**src/rtl/hazard_ctrl.sv**
```systemverilog
// hazard_ctrl: pipeline hazard controller (stalls, flushes, redirect, multi-cycle MDU occupancy)
//
// Ports:
//   clk, rst                  clock; asynchronous active-high reset
//   id_rs1/id_rs2, id_use_*   ID-stage source registers and their valid bits
//   exe_rd, exe_is_load/mdu   EXE-stage destination and instruction class
//   br_mispredict, br_target  EXE branch resolved wrong and the correct PC
//   dmem_req, dmem_ready      MEM-stage access pending / completing this cycle
//   stall_*, flush_*          per-stage hold and bubble controls
//   redirect_valid/_pc        fetch redirect on mispredict
//   mdu_done                  one-cycle pulse when a mul/div op leaves EXE
//   state                     0 RUN, 1 MEM_WAIT, 2 MDU_BUSY
//
// Build option: define HAZARD_PERF_EN to add perf_stall_cycles and
// perf_flush_events counters.
module hazard_ctrl #(
    parameter int ADDR_WIDTH = 16,
    parameter int MDU_LAT    = 8
) (
    input  logic                  clk,
    input  logic                  rst,
    input  logic [4:0]            id_rs1,
    input  logic [4:0]            id_rs2,
    input  logic                  id_use_rs1,
    input  logic                  id_use_rs2,
    input  logic [4:0]            exe_rd,
    input  logic                  exe_is_load,
    input  logic                  exe_is_mdu,
    input  logic                  br_mispredict,
    input  logic [ADDR_WIDTH-1:0] br_target,
    input  logic                  dmem_req,
    input  logic                  dmem_ready,
    output logic                  stall_if,
    output logic                  stall_id,
    output logic                  stall_exe,
    output logic                  stall_mem,
    output logic                  flush_id,
    output logic                  flush_exe,
    output logic                  flush_mem,
    output logic                  redirect_valid,
    output logic [ADDR_WIDTH-1:0] redirect_pc,
    output logic                  mdu_done,
    output logic [1:0]            state
`ifdef HAZARD_PERF_EN
    ,
    output logic [31:0]           perf_stall_cycles,
    output logic [31:0]           perf_flush_events
`endif
);
    typedef enum logic [1:0] {RUN = 2'd0, MEM_WAIT = 2'd1, MDU_BUSY = 2'd2} state_t;
    state_t     st;
    logic [7:0] cnt;
    logic       mem_hold, mispredict, mdu_start, load_use, mdu_busy, mdu_fin, raw_hit;
    always_comb begin
        // MDU_BUSY masks memory, branch and load-use terms entirely
        mem_hold   = (st != MDU_BUSY) & dmem_req & ~dmem_ready;
        // a mispredict is honoured in RUN and in the MEM_WAIT release cycle
        mispredict = (st != MDU_BUSY) & ~mem_hold & br_mispredict;
        mdu_start  = (st == RUN) & ~mem_hold & ~br_mispredict & exe_is_mdu;
        raw_hit    = (id_use_rs1 & (id_rs1 == exe_rd)) | (id_use_rs2 & (id_rs2 == exe_rd));
        load_use   = (st == RUN) & ~mem_hold & ~br_mispredict & ~exe_is_mdu &
                     exe_is_load & (exe_rd != 5'd0) & raw_hit;
        mdu_busy   = (st == MDU_BUSY) & (cnt != 8'd0);
        mdu_fin    = (st == MDU_BUSY) & (cnt == 8'd0);
        stall_if       = ~rst & (mem_hold | mdu_start | mdu_busy | load_use);
        stall_id       = ~rst & (mem_hold | mdu_start | mdu_busy | load_use);
        stall_exe      = ~rst & (mem_hold | mdu_start | mdu_busy);
        stall_mem      = ~rst & mem_hold;
        flush_id       = ~rst & mispredict;
        flush_exe      = ~rst & (mispredict | load_use);
        flush_mem      = ~rst & (mdu_start | mdu_busy);
        redirect_valid = ~rst & mispredict;
        redirect_pc    = redirect_valid ? br_target : '0;
        mdu_done       = ~rst & mdu_fin;
        state          = rst ? 2'd0 : st;
    end
    // start cycle plus MDU_LAT-2 counted cycles stall; the count-zero cycle completes
    always_ff @(posedge clk or posedge rst) begin
        if (rst) begin
            st  <= RUN;
            cnt <= 8'd0;
        end else begin
            st  <= mem_hold ? MEM_WAIT : (mdu_start | mdu_busy) ? MDU_BUSY : RUN;
            cnt <= mdu_start ? 8'(MDU_LAT - 2) : mdu_busy ? cnt - 8'd1 : 8'd0;
        end
    end
`ifdef HAZARD_PERF_EN
    always_ff @(posedge clk or posedge rst) begin
        if (rst) begin
            perf_stall_cycles <= 32'd0;
            perf_flush_events <= 32'd0;
        end else begin
            perf_stall_cycles <= perf_stall_cycles + {31'd0, stall_if};
            perf_flush_events <= perf_flush_events + {31'd0, flush_id | flush_exe | flush_mem};
        end
    end
`endif
endmodule

```
**config.mk**
```make
export PLATFORM = sky130hd
export DESIGN_NAME = hazard_ctrl
export DESIGN_NICKNAME = d
export VERILOG_FILES = /design/src/rtl/hazard_ctrl.sv
export SDC_FILE = /design/constraint.sdc
export NUM_CORES = 1
export LEC_CHECK = 0
export BUFFER_PORTS_ARGS = -buffer_cell sky130_fd_sc_hd__buf_2
export CAP_MARGIN = 20
export CORE_ASPECT_RATIO = 1.75
export CORE_MARGIN = 2
export CORE_UTILIZATION = 35
export DETAILED_ROUTE_END_ITERATION = 10
export PLACE_DENSITY = 0.75
export REMOVE_ABC_BUFFERS = 1
export SYNTH_ARGS = -nofsm -noshare
export SYNTH_HDL_FRONTEND = slang
export SYNTH_SLANG_ARGS = --single-unit
```
**constraint.sdc**
```tcl
create_clock -name clk -period 1.34 [get_ports clk]
set_input_delay 0 -clock clk [delete_from_list [all_inputs] [get_ports clk]]
set_output_delay 0 -clock clk [all_outputs]
set_load 0.05 [all_outputs]
```
# After elaboration in Yosys (flattened, before gate mapping)
# Cells that the tools add are included.
# W data, S select, Z words.
# op_classes
add_sub_neg	1
n_mul	0
div_mod_pow	0
n_lt_le_gt_ge	0
n_eq_ne	4
n_shift	0
n_mux	6
n_bitwise	33
n_reduce_logical	4
# ops
op	n
$and A1 B1 Y1	22
$mux W16	1
$mux W8	2
$eq A5 B5 Y1	2
$logic_not A8 Y1	1
$reduce_bool A8 Y1	1
$sub A8 B1 Y8 const B	1
$mux W2	3
$or A1 B1 Y1	6
$not A1 Y1	5
$reduce_bool A5 Y1	1
$eq A2 B2 Y1 const B	1
$logic_not A2 Y1	1
$ne A2 B2 Y1 const B	1
# word_totals
regBits	10
latch_bits	0
mem_bits_rw	0
rom_bits	0
in_bits	40
out_inout_bits	27
word_cells	50
mem_count	0

# Depth between registers and ports, before layout
# Gate-level depths: netlist of the first run.
# depth
depth_word	12
mapped_depth	7
ltp_nobuf	6

# Worst setup path before layout of the first run
# Ideal clock, no wire load.
# synth_timing
path_type	reg2out
from	register cnt[0]
to	output stall_if
arrival_time_ps	2759
t_required_ps	1340
path_slack_ps	-1419
path_stages_with_launch	8
path_buffers	1
path_cell_list	dfrtp_1 -> inv_1 -> ha_1 -> nor3b_1 -> a21o_1 -> a31oi_1 -> o21bai_1 -> buf_4
# synth_between
elab_chain_len	5
# synth_rtl
element	line_no	text
from (decl)	52	logic [7:0] cnt;
from (signal assigned)	84	cnt <= mdu_start ? 8'(MDU_LAT - 2) : mdu_busy ? cnt - 8'd1 : 8'd0;
$reduce_bool A8 Y1	63	mdu_busy = (st == MDU_BUSY) & (cnt != 8'd0);
$and A1 B1 Y1	63	
$or A1 B1 Y1 (2 in series)	--	
$and A1 B1 Y1	--	
to (decl)	33	output logic stall_if,
# No other way between the ends.

# Worst setup path in the final report of the first run
# layout_timing
from	register cnt[1]
to	output stall_id
# layout_between
elab_chain_len	5
# layout_rtl
element	line_no	text
$reduce_bool A8 Y1	63	
$and A1 B1 Y1	63	
$or A1 B1 Y1 (2 in series)	66	stall_id = ~rst & (mem_hold | mdu_start | mdu_busy | load_use);
$and A1 B1 Y1	66	
to (decl)	34	output logic stall_id,
# No other way between the ends.

==> results of run 1 <==
state kept, by name, summed over array words and instances, names as in the netlist:
register	flops
st	2
cnt	8
final timing paths:
kind | from | to | depth (start not counted)
worst max-delay path | cnt[1]$_DFF_PP0_ | stall_id | 7
worst min-delay path | dmem_ready | st[0]$_DFF_PP0_ | 5
worst max register to register | cnt[5]$_DFF_PP0_ | cnt[2]$_DFF_PP0_ | 7
worst min register to register | cnt[6]$_DFF_PP0_ | cnt[6]$_DFF_PP0_ | 2
max in group asynchronous | rst | cnt[2]$_DFF_PP0_ | 3
min in group asynchronous | rst | cnt[0]$_DFF_PP0_ | 3
cell families (layout without fill, tap and decap cells):
family / after synthesis / count (layout) / share of synthesized area
simple gates: 47 / 50 / 0.358
fa+ha+maj: 2 / 2 / 0.0295
xor+xnor: 14 / 14 / 0.144
flops: 10 / 10 / 0.295
compound gates: 13 / 13 / 0.103
buf+inv: 9 / 98 / 0.0707
cell usage in the layout (no fill, tap or decap), drive strengths merged, types with 3 or more instances in the layout:
master / n
and2: 17
nor3: 3
and3: 4
dfrtp: 10
a21oi: 3
clkbuf: 4
xor2: 11
nor2: 7
nor4: 3
o21ai: 3
nand2: 6
xnor2: 3
inv: 4
buf: 89
timing repair:
action	CTS	global route
endpoints found under the hold margin	10	0
gates cloned	4	0
hold buffers	1	0
pin swaps	10	5
gates resized for setup	63	38
endpoints found under the setup margin	28	32
buffers inserted	10	3
Yosys cell counts:
master	instances	area (um2)
buf_6	2	22.5
nor3b_1	1	7.51
or3_1	1	6.26
nand3_1	1	5.00
nor2_2	1	6.26
and2_1	8	50.1
nor4_4	1	21.3
nand3b_1	1	7.51
and3_1	1	6.26
a21o_1	1	7.51
and2b_1	1	7.51
buf_4	3	22.5
nor4_1	2	12.5
nor3_1	3	15.0
and3b_1	1	8.76
o31ai_1	1	7.51
nor2b_1	1	6.26
nor2b_2	1	8.76
inv_1	4	15.0
o21bai_1	2	15.0
nand2b_1	1	6.26
a21oi_1	3	15.0
dfrtp_1	10	250
xor2_1	11	96.3
or4_1	1	7.51
a31oi_1	1	6.26
and2_4	8	70.1
and2_0	1	6.26
xnor2_1	3	26.3
o211ai_2	1	12.5
nor2_1	6	22.5
a32oi_1	1	8.76
ha_1	2	25.0
o21ai_0	3	15.0
nand2_1	6	22.5
report_power, final:
group	switching, mW	leakage [nW]	internal (mW)
Combinational	1.27	0.762	1.20
Clock	0.115	0.0288	0.258
Sequential	0.126	0.134	0.419
cell type report:
type,count,area share
multi-input combinational,79,0.388
tap,25,0.0177
clock buffer,4,0.0312
inverter,4,0.00850
timing repair buffer,90,0.412
sequential,10,0.142
layer usage:
metal / up-vias / part of all wire / track usage
met5: - / 0 / 0
met4: 0 / 0.048 / 0.161
met3: 12 / 0.13 / 0.0769
met2: 69 / 0.54 / 0.446
met1: 484 / 0.28 / 0.200
li1: 504 / - / -
stage by stage:
step | TNS, ps | hold slack [ps]
2_1_floorplan | -16030 | -160
3_3_place_gp | -368 | 62.1
3_5_place_dp | -621 | 71.0
4_1_cts | -2970 | 149
5_1_grt | -5580 | 234
6_report | -4270 | 203
critical path, stage by stage, from the launching register on:
cell      delay, ps
dfrtp_1         360
inv_2            60
ha_4            150
nor3b_4         140
a21o_1          200
a31oi_2         220
o21bai_4        170
buf_6           180
==> impl_metrics.py, run 1 <==
metrics = {
    "die": {
        "num_rows": 23,
        "io_pins": 67,
        "core_area_um2": 2300,
        "fp.dieH_um": 69.2,
        "die_area_um2": 2850,
        "initial_utilization": 0.369,
        "fp.dieW_um": 41.2,
    },
    "layout": {
        "fillers": 135,
        "layout.nets": 230,
        "syn_to_final_growth_pct": 108,
        "ff_latch_area_um2": 251,
        "finalNonFillerCells": 212,
        "drive_above_1_share": 0.711,
        "fin_area_um2": 1770,
        "n_antenna_cell": 0,
        "multi_input_area_um2": 686,
        "final_util": 0.767,
    },
    "clock_network": {
        "path_clk_slew_ps": 40,
        "cts_buffer_depth": 2,
        "numCtsBuffers": 3,
        "clock-root-buffer": "clkbuf_8",
        "cts_sinks": 10,
        "cts_tree": "built",
        "h-tree-depth": 1,
        "insertion_delay_ps": 240,
    },
    "timing": {
        "rsz0062_at_grt": "yes",
        "skew_ps": 1.55,
        "setup_ws_ps": -393,
        "fmax_mhz": 577,
        "fin_crit_sh": 1.29,
        "finalHoldViolCount": 0,
        "setup_viol": 17,
        "relSlewSlack": 0.717,
        "period_needed_ps": 1730,
        "drv_slew": 0,
        "worstMarginPinSlew_ps": 425,
    },
    "synth": {
        "synthDistinctLibCells": 35,
        "yosysWarningCount": 0,
        "synth_cells": 95,
        "netlist_area_um2": 850,
        "synth_area_per_cell_um2": 8.94,
        "synth_seq_cells": 10,
        "yosysSeqAreaShare": 0.295,
    },
    "grt": {
        "first_global_vias": 1135,
        "grt.overflow.total": 0,
        "grt_max_degree": 11,
        "antenna_found_initial": 0,
        "grt_usage": 0.250,
        "grt_pass1_wl_mm": 4.84,
    },
    "flow_run": {
        "maxCapViolCount": 0,
    },
    "power": {
        "finalPower_mw": 3.39,
        "vdd_drop_max_uv": 1390,
        "powerDensity_nw_per_um2": 1920,
        "p_leak_nw": 0.925,
    },
    "worst_setup_path": {
        "cp-start-kind": "flop",
        "required_ps": 1340,
        "crit_arrival_ps": 1730,
        "reg2reg_setup_slack_ps": -270,
        "critical_path_class": "flop to primary output",
        "crit_fanout": 2,
        "end_kind": "primary output",
    },
    "placed_design": {
        "dp_hpwl_mm": 2.19,
        "gp_congestion": 0.776,
        "port-buffer-count": 66,
        "placed_area_um2": 1260,
        "pre_cts_ws_ps": -193,
        "place_inst": 192,
    },
    "routing": {
        "antenna_left": 0,
        "dr.pass1.iters": 4,
        "routed_wirelength_mm": 3.63,
        "vias_per_cell": 5.04,
        "route.detailed.wl_per_inst_um": 17.1,
        "vias": 1069,
        "drc_errors": 0,
        "drt_iter0_drc": 12,
    },
    "outcome": {
        "violations": "setup timing",
        "status": "finished, violations left",
    },
    "worst_hold_path": {
        "hold_path_class": "input pin to flop",
    },
}
(Power assumes the default switching activity.)
==> run 2, diff against run 1 <==
--- a/config.mk
+++ b/config.mk
@@ -7,11 +7,10 @@
 export LEC_CHECK = 0
 export BUFFER_PORTS_ARGS = -buffer_cell sky130_fd_sc_hd__buf_2
 export CAP_MARGIN = 20
-export CORE_ASPECT_RATIO = 1.75
 export CORE_MARGIN = 2
 export CORE_UTILIZATION = 35
 export DETAILED_ROUTE_END_ITERATION = 10
-export PLACE_DENSITY = 0.75
+export PLACE_DENSITY = 0.77
 export REMOVE_ABC_BUFFERS = 1
 export SYNTH_ARGS = -nofsm -noshare
 export SYNTH_HDL_FRONTEND = slang
==> run 2 against run 1 <==
Against the previous run:
- the flow still finishes with violations (setup timing)
- setup slack worse by 17 ps
- non-clock buffer count decreased by 6
- sequential share of layout area up 0.26 points
- fmax is 0.97% lower
- count of clock-buffer cells in the layout is 1 lower
- routed wire length is 30% higher
- cell count is 1.9% lower
- utilization is 0.16 points lower
- critical endpoint unchanged
- highest routed layer unchanged
==> impl_metrics.py, run 2 (same netlist as run 1, synthesis figures left out) <==
metrics = {
    "outcome": {
        "status": "finished, violations left",
        "violations": "setup timing",
    },
    "layout": {
        "reg_top3": "cnt x8, st x2",
        "layout.nets": 224,
        "fillers": 107,
        "syn_to_final_growth_pct": 103,
        "n_antenna_cell": 0,
        "drive_above_1_share": 0.711,
        "largest_reg_flops": 8,
        "regMostFlops": "cnt",
        "finalNonFillerCells": 208,
        "final_common_cell": "buf_2",
        "fin_area_um2": 1730,
        "mostFrequentLayoutCells": "42 x buf_2, 16 x and2_4, 15 x buf_8",
    },
    "timing": {
        "period_needed_ps": 1750,
        "fmax_mhz": 571,
        "worstMarginPinSlew_ps": 441,
        "fin_crit_sh": 1.31,
        "relSlewSlack": 0.706,
        "setup_ws_ps": -410,
        "rsz0062_at_grt": "yes",
        "drv_slew": 0,
        "finalHoldViolCount": 0,
        "skew_ps": 1.06,
        "setup_viol": 33,
    },
    "routing": {
        "dr.pass1.iters": 4,
        "vias": 1138,
        "vias_per_cell": 5.47,
        "route.detailed.wl_per_inst_um": 22.6,
        "drt_iter0_drc": 26,
        "drc_errors": 0,
        "antenna_left": 0,
        "routed_wirelength_mm": 4.70,
    },
    "die": {
        "io_pins": 67,
        "die_area_um2": 2840,
        "core_area_um2": 2250,
        "initial_utilization": 0.377,
        "fp.dieH_um": 53.3,
        "fp.dieW_um": 53.3,
        "num_rows": 17,
    },
    "worst_setup_path": {
        "crit_arrival_ps": 1750,
        "reg2reg_setup_slack_ps": -150,
        "cp-start-kind": "flop",
        "rr_startpoint": "cnt[5]$_DFF_PP0_",
        "critical_path_class": "flop to primary output",
        "crit_fanout": 3,
        "required_ps": 1340,
        "r2r_cells": 6,
        "rr_endpoint": "cnt[6]$_DFF_PP0_",
        "end_kind": "primary output",
    },
    "grt": {
        "grt_usage": 0.275,
        "grt.overflow.total": 0,
        "antenna_found_initial": 0,
        "first_global_vias": 1158,
        "grt_max_degree": 11,
        "grt_pass1_wl_mm": 5.46,
    },
    "clock_network": {
        "cts_tree": "built",
        "clock-root-buffer": "clkbuf_4",
        "h-tree-depth": 1,
        "path_clk_slew_ps": 60,
        "cts_sinks": 10,
        "cts_buffer_depth": 2,
        "insertion_delay_ps": 250,
        "numCtsBuffers": 3,
    },
    "worst_hold_path": {
        "hold_path_class": "input pin to flop",
        "worstHoldStart": "dmem_ready",
        "holdPathEnd": "st[0]$_DFF_PP0_",
        "holdPathStages": 4,
    },
    "placed_design": {
        "placed_area_um2": 1260,
        "gp_congestion": 0.790,
        "dp_hpwl_mm": 2.05,
        "place_inst": 195,
        "port-buffer-count": 66,
    },
    "power": {
        "vdd_drop_max_uv": 1080,
        "p_leak_nw": 0.890,
        "powerDensity_nw_per_um2": 1890,
    },
    "flow_run": {
        "maxCapViolCount": 0,
    },
}
==> run 2: cell type report <==
class / count / area (um2) / share of cell area
Clock buffer: 3 / 22.5 / 0.0130
Inverter: 4 / 15.0 / 0.00870
Multi-Input combinational cell: 79 / 692 / 0.401
Sequential cell: 10 / 250 / 0.145
Tap cell: 28 / 35.0 / 0.0203
Timing Repair Buffer: 84 / 712 / 0.412
==> run 2: what timing repair did <==
item,in CTS,in global routing
gates resized for setup,74,34
hold endpoints to repair,10,0
hold buffers,1,0
cloned,3,0
setup buffers,2,6
endpoints found under the setup margin,33,34
pin swaps,12,17
==> run 2: metrics by stage <==
stage	utilization	hold slack (ps)	worst slack, ps	total power, mW	TNS [ps]
finish	0.766	79.9	-410	3.27	-5380
global route	0.766	90.1	-469	3.42	-7040
CTS	0.692	74.6	-361	2.78	-2520
detailed placement	0.561	56.7	-210	2.18	-1210
global placement	0.561	53.0	-146	2.13	-418
floorplan	-	-160	-1510	1.59	-16030
==> run 2: metal layers <==
metal,global-route usage,routed length (um),up-vias
met5,0,0,-
met4,0.244,272,0
met3,0.127,445,22
met2,0.473,2340,83
met1,0.231,1640,541
li1,-,-,492
==> run 2: critical path, cell delays in order (launching register included) <==
cell and delay, ps:
dfrtp_1 410, nor4_4 400, a21o_1 220, a31oi_2 100, o21bai_4 200, buf_6 170
==> run 2: worst max-delay path by stage <==
stage | from | to | slack [ps] | depth (start not counted)
global route | cnt[5]$_DFF_PP0_ | stall_id | -470 | 5
finish | cnt[5]$_DFF_PP0_ | stall_id | -410 | 5
detailed placement | cnt[1]$_DFF_PP0_ | stall_id | -210 | 7
CTS | cnt[1]$_DFF_PP0_ | stall_if | -360 | 7
global placement | cnt[0]$_DFF_PP0_ | stall_if | -150 | 7
floorplan | cnt[0]$_DFF_PP0_ | stall_id | -1510 | 6
==> run 2: power by group <==
part           internal (mW)  total [mW]  switching [mW]
sequential             0.415       0.552           0.137
clock                  0.103       0.193          0.0896
combinational           1.19        2.52            1.33
total                   1.71        3.27            1.56
==> run 3, diff against run 2 <==
--- a/config.mk
+++ b/config.mk
@@ -7,10 +7,12 @@
 export LEC_CHECK = 0
 export BUFFER_PORTS_ARGS = -buffer_cell sky130_fd_sc_hd__buf_2
 export CAP_MARGIN = 20
+export CELL_PAD_IN_SITES_DETAIL_PLACEMENT = 2
+export CELL_PAD_IN_SITES_GLOBAL_PLACEMENT = 2
 export CORE_MARGIN = 2
-export CORE_UTILIZATION = 35
+export CORE_UTILIZATION = 18
 export DETAILED_ROUTE_END_ITERATION = 10
-export PLACE_DENSITY = 0.77
+export PLACE_DENSITY = 0.78
 export REMOVE_ABC_BUFFERS = 1
 export SYNTH_ARGS = -nofsm -noshare
 export SYNTH_HDL_FRONTEND = slang
==> run 3 against run 2 <==
Against the previous run:
- the run still ends with setup timing left
- count of clock-buffer cells in the layout is 1 higher
- cell count is 16% higher
- routed wire length is 3.4% lower
- clock skew is 4.0 ps higher
- non-clock buffer count is 9 higher
- setup slack better by 13 ps
- global-route usage is 11 points lower
- first-iteration DRC count is 35% lower
- critical path type unchanged
- largest cell class unchanged
- largest power group unchanged
- highest routed layer unchanged
==> impl_metrics.py, run 3 (same netlist as run 1, synthesis figures left out) <==
metrics = {
    "timing": {
        "finalHoldViolCount": 0,
        "skew_ps": 5.11,
        "setup_tns_ps": -5320,
        "setup_ws_ps": -397,
        "rsz0062_at_grt": "yes",
        "fmax_mhz": 576,
        "setup_viol": 31,
        "drv_slew": 0,
        "worstMarginPinSlew_ps": 396,
        "relSlewSlack": 0.736,
        "period_needed_ps": 1740,
        "worst_hold_slack_ps": 217,
        "fin_crit_sh": 1.30,
    },
    "layout": {
        "mostFrequentLayoutCells": "42 x buf_2, 19 x buf_4, 18 x buf_8",
        "largest_reg_flops": 8,
        "fillers": 487,
        "regMostFlops": "cnt",
        "drive_above_1_share": 0.732,
        "n_antenna_cell": 0,
        "layout.nets": 233,
        "final_util": 0.418,
        "final_common_cell": "buf_2",
        "reg_top3": "cnt x8, st x2",
        "syn_to_final_growth_pct": 119,
    },
    "worst_setup_path": {
        "rr_startpoint": "cnt[0]$_DFF_PP0_",
        "critical_path_class": "flop to primary output",
        "cp-start-kind": "flop",
        "crit_arrival_ps": 1740,
        "end_kind": "primary output",
        "reg2reg_setup_slack_ps": -280,
        "required_ps": 1340,
        "rr_endpoint": "cnt[5]$_DFF_PP0_",
        "crit_fanout": 2,
        "r2r_cells": 9,
    },
    "outcome": {
        "violations": "setup timing",
        "status": "finished, violations left",
    },
    "clock_network": {
        "numCtsBuffers": 3,
        "clock-root-buffer": "clkbuf_8",
        "cts_tree": "built",
        "cts_buffer_depth": 2,
        "insertion_delay_ps": 240,
        "cts_sinks": 10,
        "path_clk_slew_ps": 50,
        "h-tree-depth": 1,
    },
    "worst_hold_path": {
        "worstHoldStart": "dmem_ready",
        "holdPathEnd": "st[0]$_DFF_PP0_",
        "holdPathStages": 5,
        "hold_path_class": "input pin to flop",
    },
    "die": {
        "core_area_um2": 4440,
        "initial_utilization": 0.191,
        "io_pins": 67,
        "fp.dieH_um": 72.7,
        "num_rows": 24,
        "fp.dieW_um": 72.7,
        "die_area_um2": 5290,
    },
    "routing": {
        "route.detailed.wl_per_inst_um": 18.8,
        "drc_errors": 0,
        "vias_per_cell": 4.52,
        "dr.pass1.iters": 4,
        "drt_iter0_drc": 17,
        "antenna_left": 0,
        "routed_wirelength_mm": 4.54,
        "vias": 1094,
    },
    "power": {
        "p_leak_nw": 0.954,
        "finalPower_mw": 3.72,
        "powerDensity_nw_per_um2": 2000,
        "vdd_drop_max_uv": 1010,
    },
    "placed_design": {
        "dp_hpwl_mm": 2.81,
        "port-buffer-count": 66,
        "gp_congestion": 0.746,
    },
    "grt": {
        "grt_pass1_wl_mm": 6.44,
        "grt_usage": 0.161,
        "grt_max_degree": 11,
        "first_global_vias": 1215,
        "antenna_found_initial": 0,
        "grt.overflow.total": 0,
    },
    "flow_run": {
        "maxCapViolCount": 0,
    },
}
[run 3: cell types whose count changed in the layout (fill, tap and decap cells not counted), sizes merged]
cell / delta
clkbuf: +1
buf: +9
[run 3: layout make-up]
| cell class | instances | area, um2 | area share |
|---|---|---|---|
| tap | 52 | 65.1 | 0.0350 |
| inverter | 4 | 15.0 | 0.00808 |
| multi-input combinational | 79 | 694 | 0.373 |
| timing repair buffer | 93 | 779 | 0.419 |
| sequential | 10 | 250 | 0.135 |
| clock buffer | 4 | 55.1 | 0.0296 |
[run 3: how the worst max path moves through the flow]
stage | cells past startpoint | endpoint | startpoint | slack, ps
after floorplan | 6 | stall_id | cnt[0]$_DFF_PP0_ | -1510
after global placement | 7 | stall_id | cnt[0]$_DFF_PP0_ | -160
after detailed placement | 7 | stall_id | cnt[0]$_DFF_PP0_ | -210
after CTS | 7 | stall_id | cnt[1]$_DFF_PP0_ | -330
after global routing | 7 | stall_id | cnt[0]$_DFF_PP0_ | -480
final | 8 | flush_mem | cnt[0]$_DFF_PP0_ | -400
[run 3: through the flow]
stage / cell area (um2) / std cells / setup WS [ps]
2_1_floorplan: 805 / 90 / -1510
3_3_place_gp: 1330 / 223 / -163
3_5_place_dp: 1330 / 223 / -206
4_1_cts: 1710 / 238 / -332
5_1_grt: 1860 / 242 / -484
6_report: 1860 / 242 / -397
[run 3: metal layers]
metal / vias up / routed length, um / track usage
met5: - / 0 / 0
met4: 0 / 104 / 0.0556
met3: 10 / 265 / 0.0124
met2: 45 / 2550 / 0.302
met1: 528 / 1620 / 0.191
li1: 511 / - / -
[run 3: power by group]
group / switching [mW] / internal, mW
clock network: 0.131 / 0.259
registers: 0.133 / 0.416
logic: 1.42 / 1.36
[run 3: what timing repair did]
item	4_1_cts	5_1_grt
hold buffers	1	0
endpoints found under the setup margin	34	34
gates cloned	4	0
gates resized for setup	80	33
setup buffers	7	4
pin swaps	9	19
endpoints found under the hold margin	10	0
[run 3: critical path, cell delays in order, from the launching register on]
cell and delay (ps):
dfrtp_1 380, inv_2 70, ha_4 160, nor3b_4 140, a21o_1 190, buf_4 140, buf_6 120, a21oi_2 120
buf_6 170
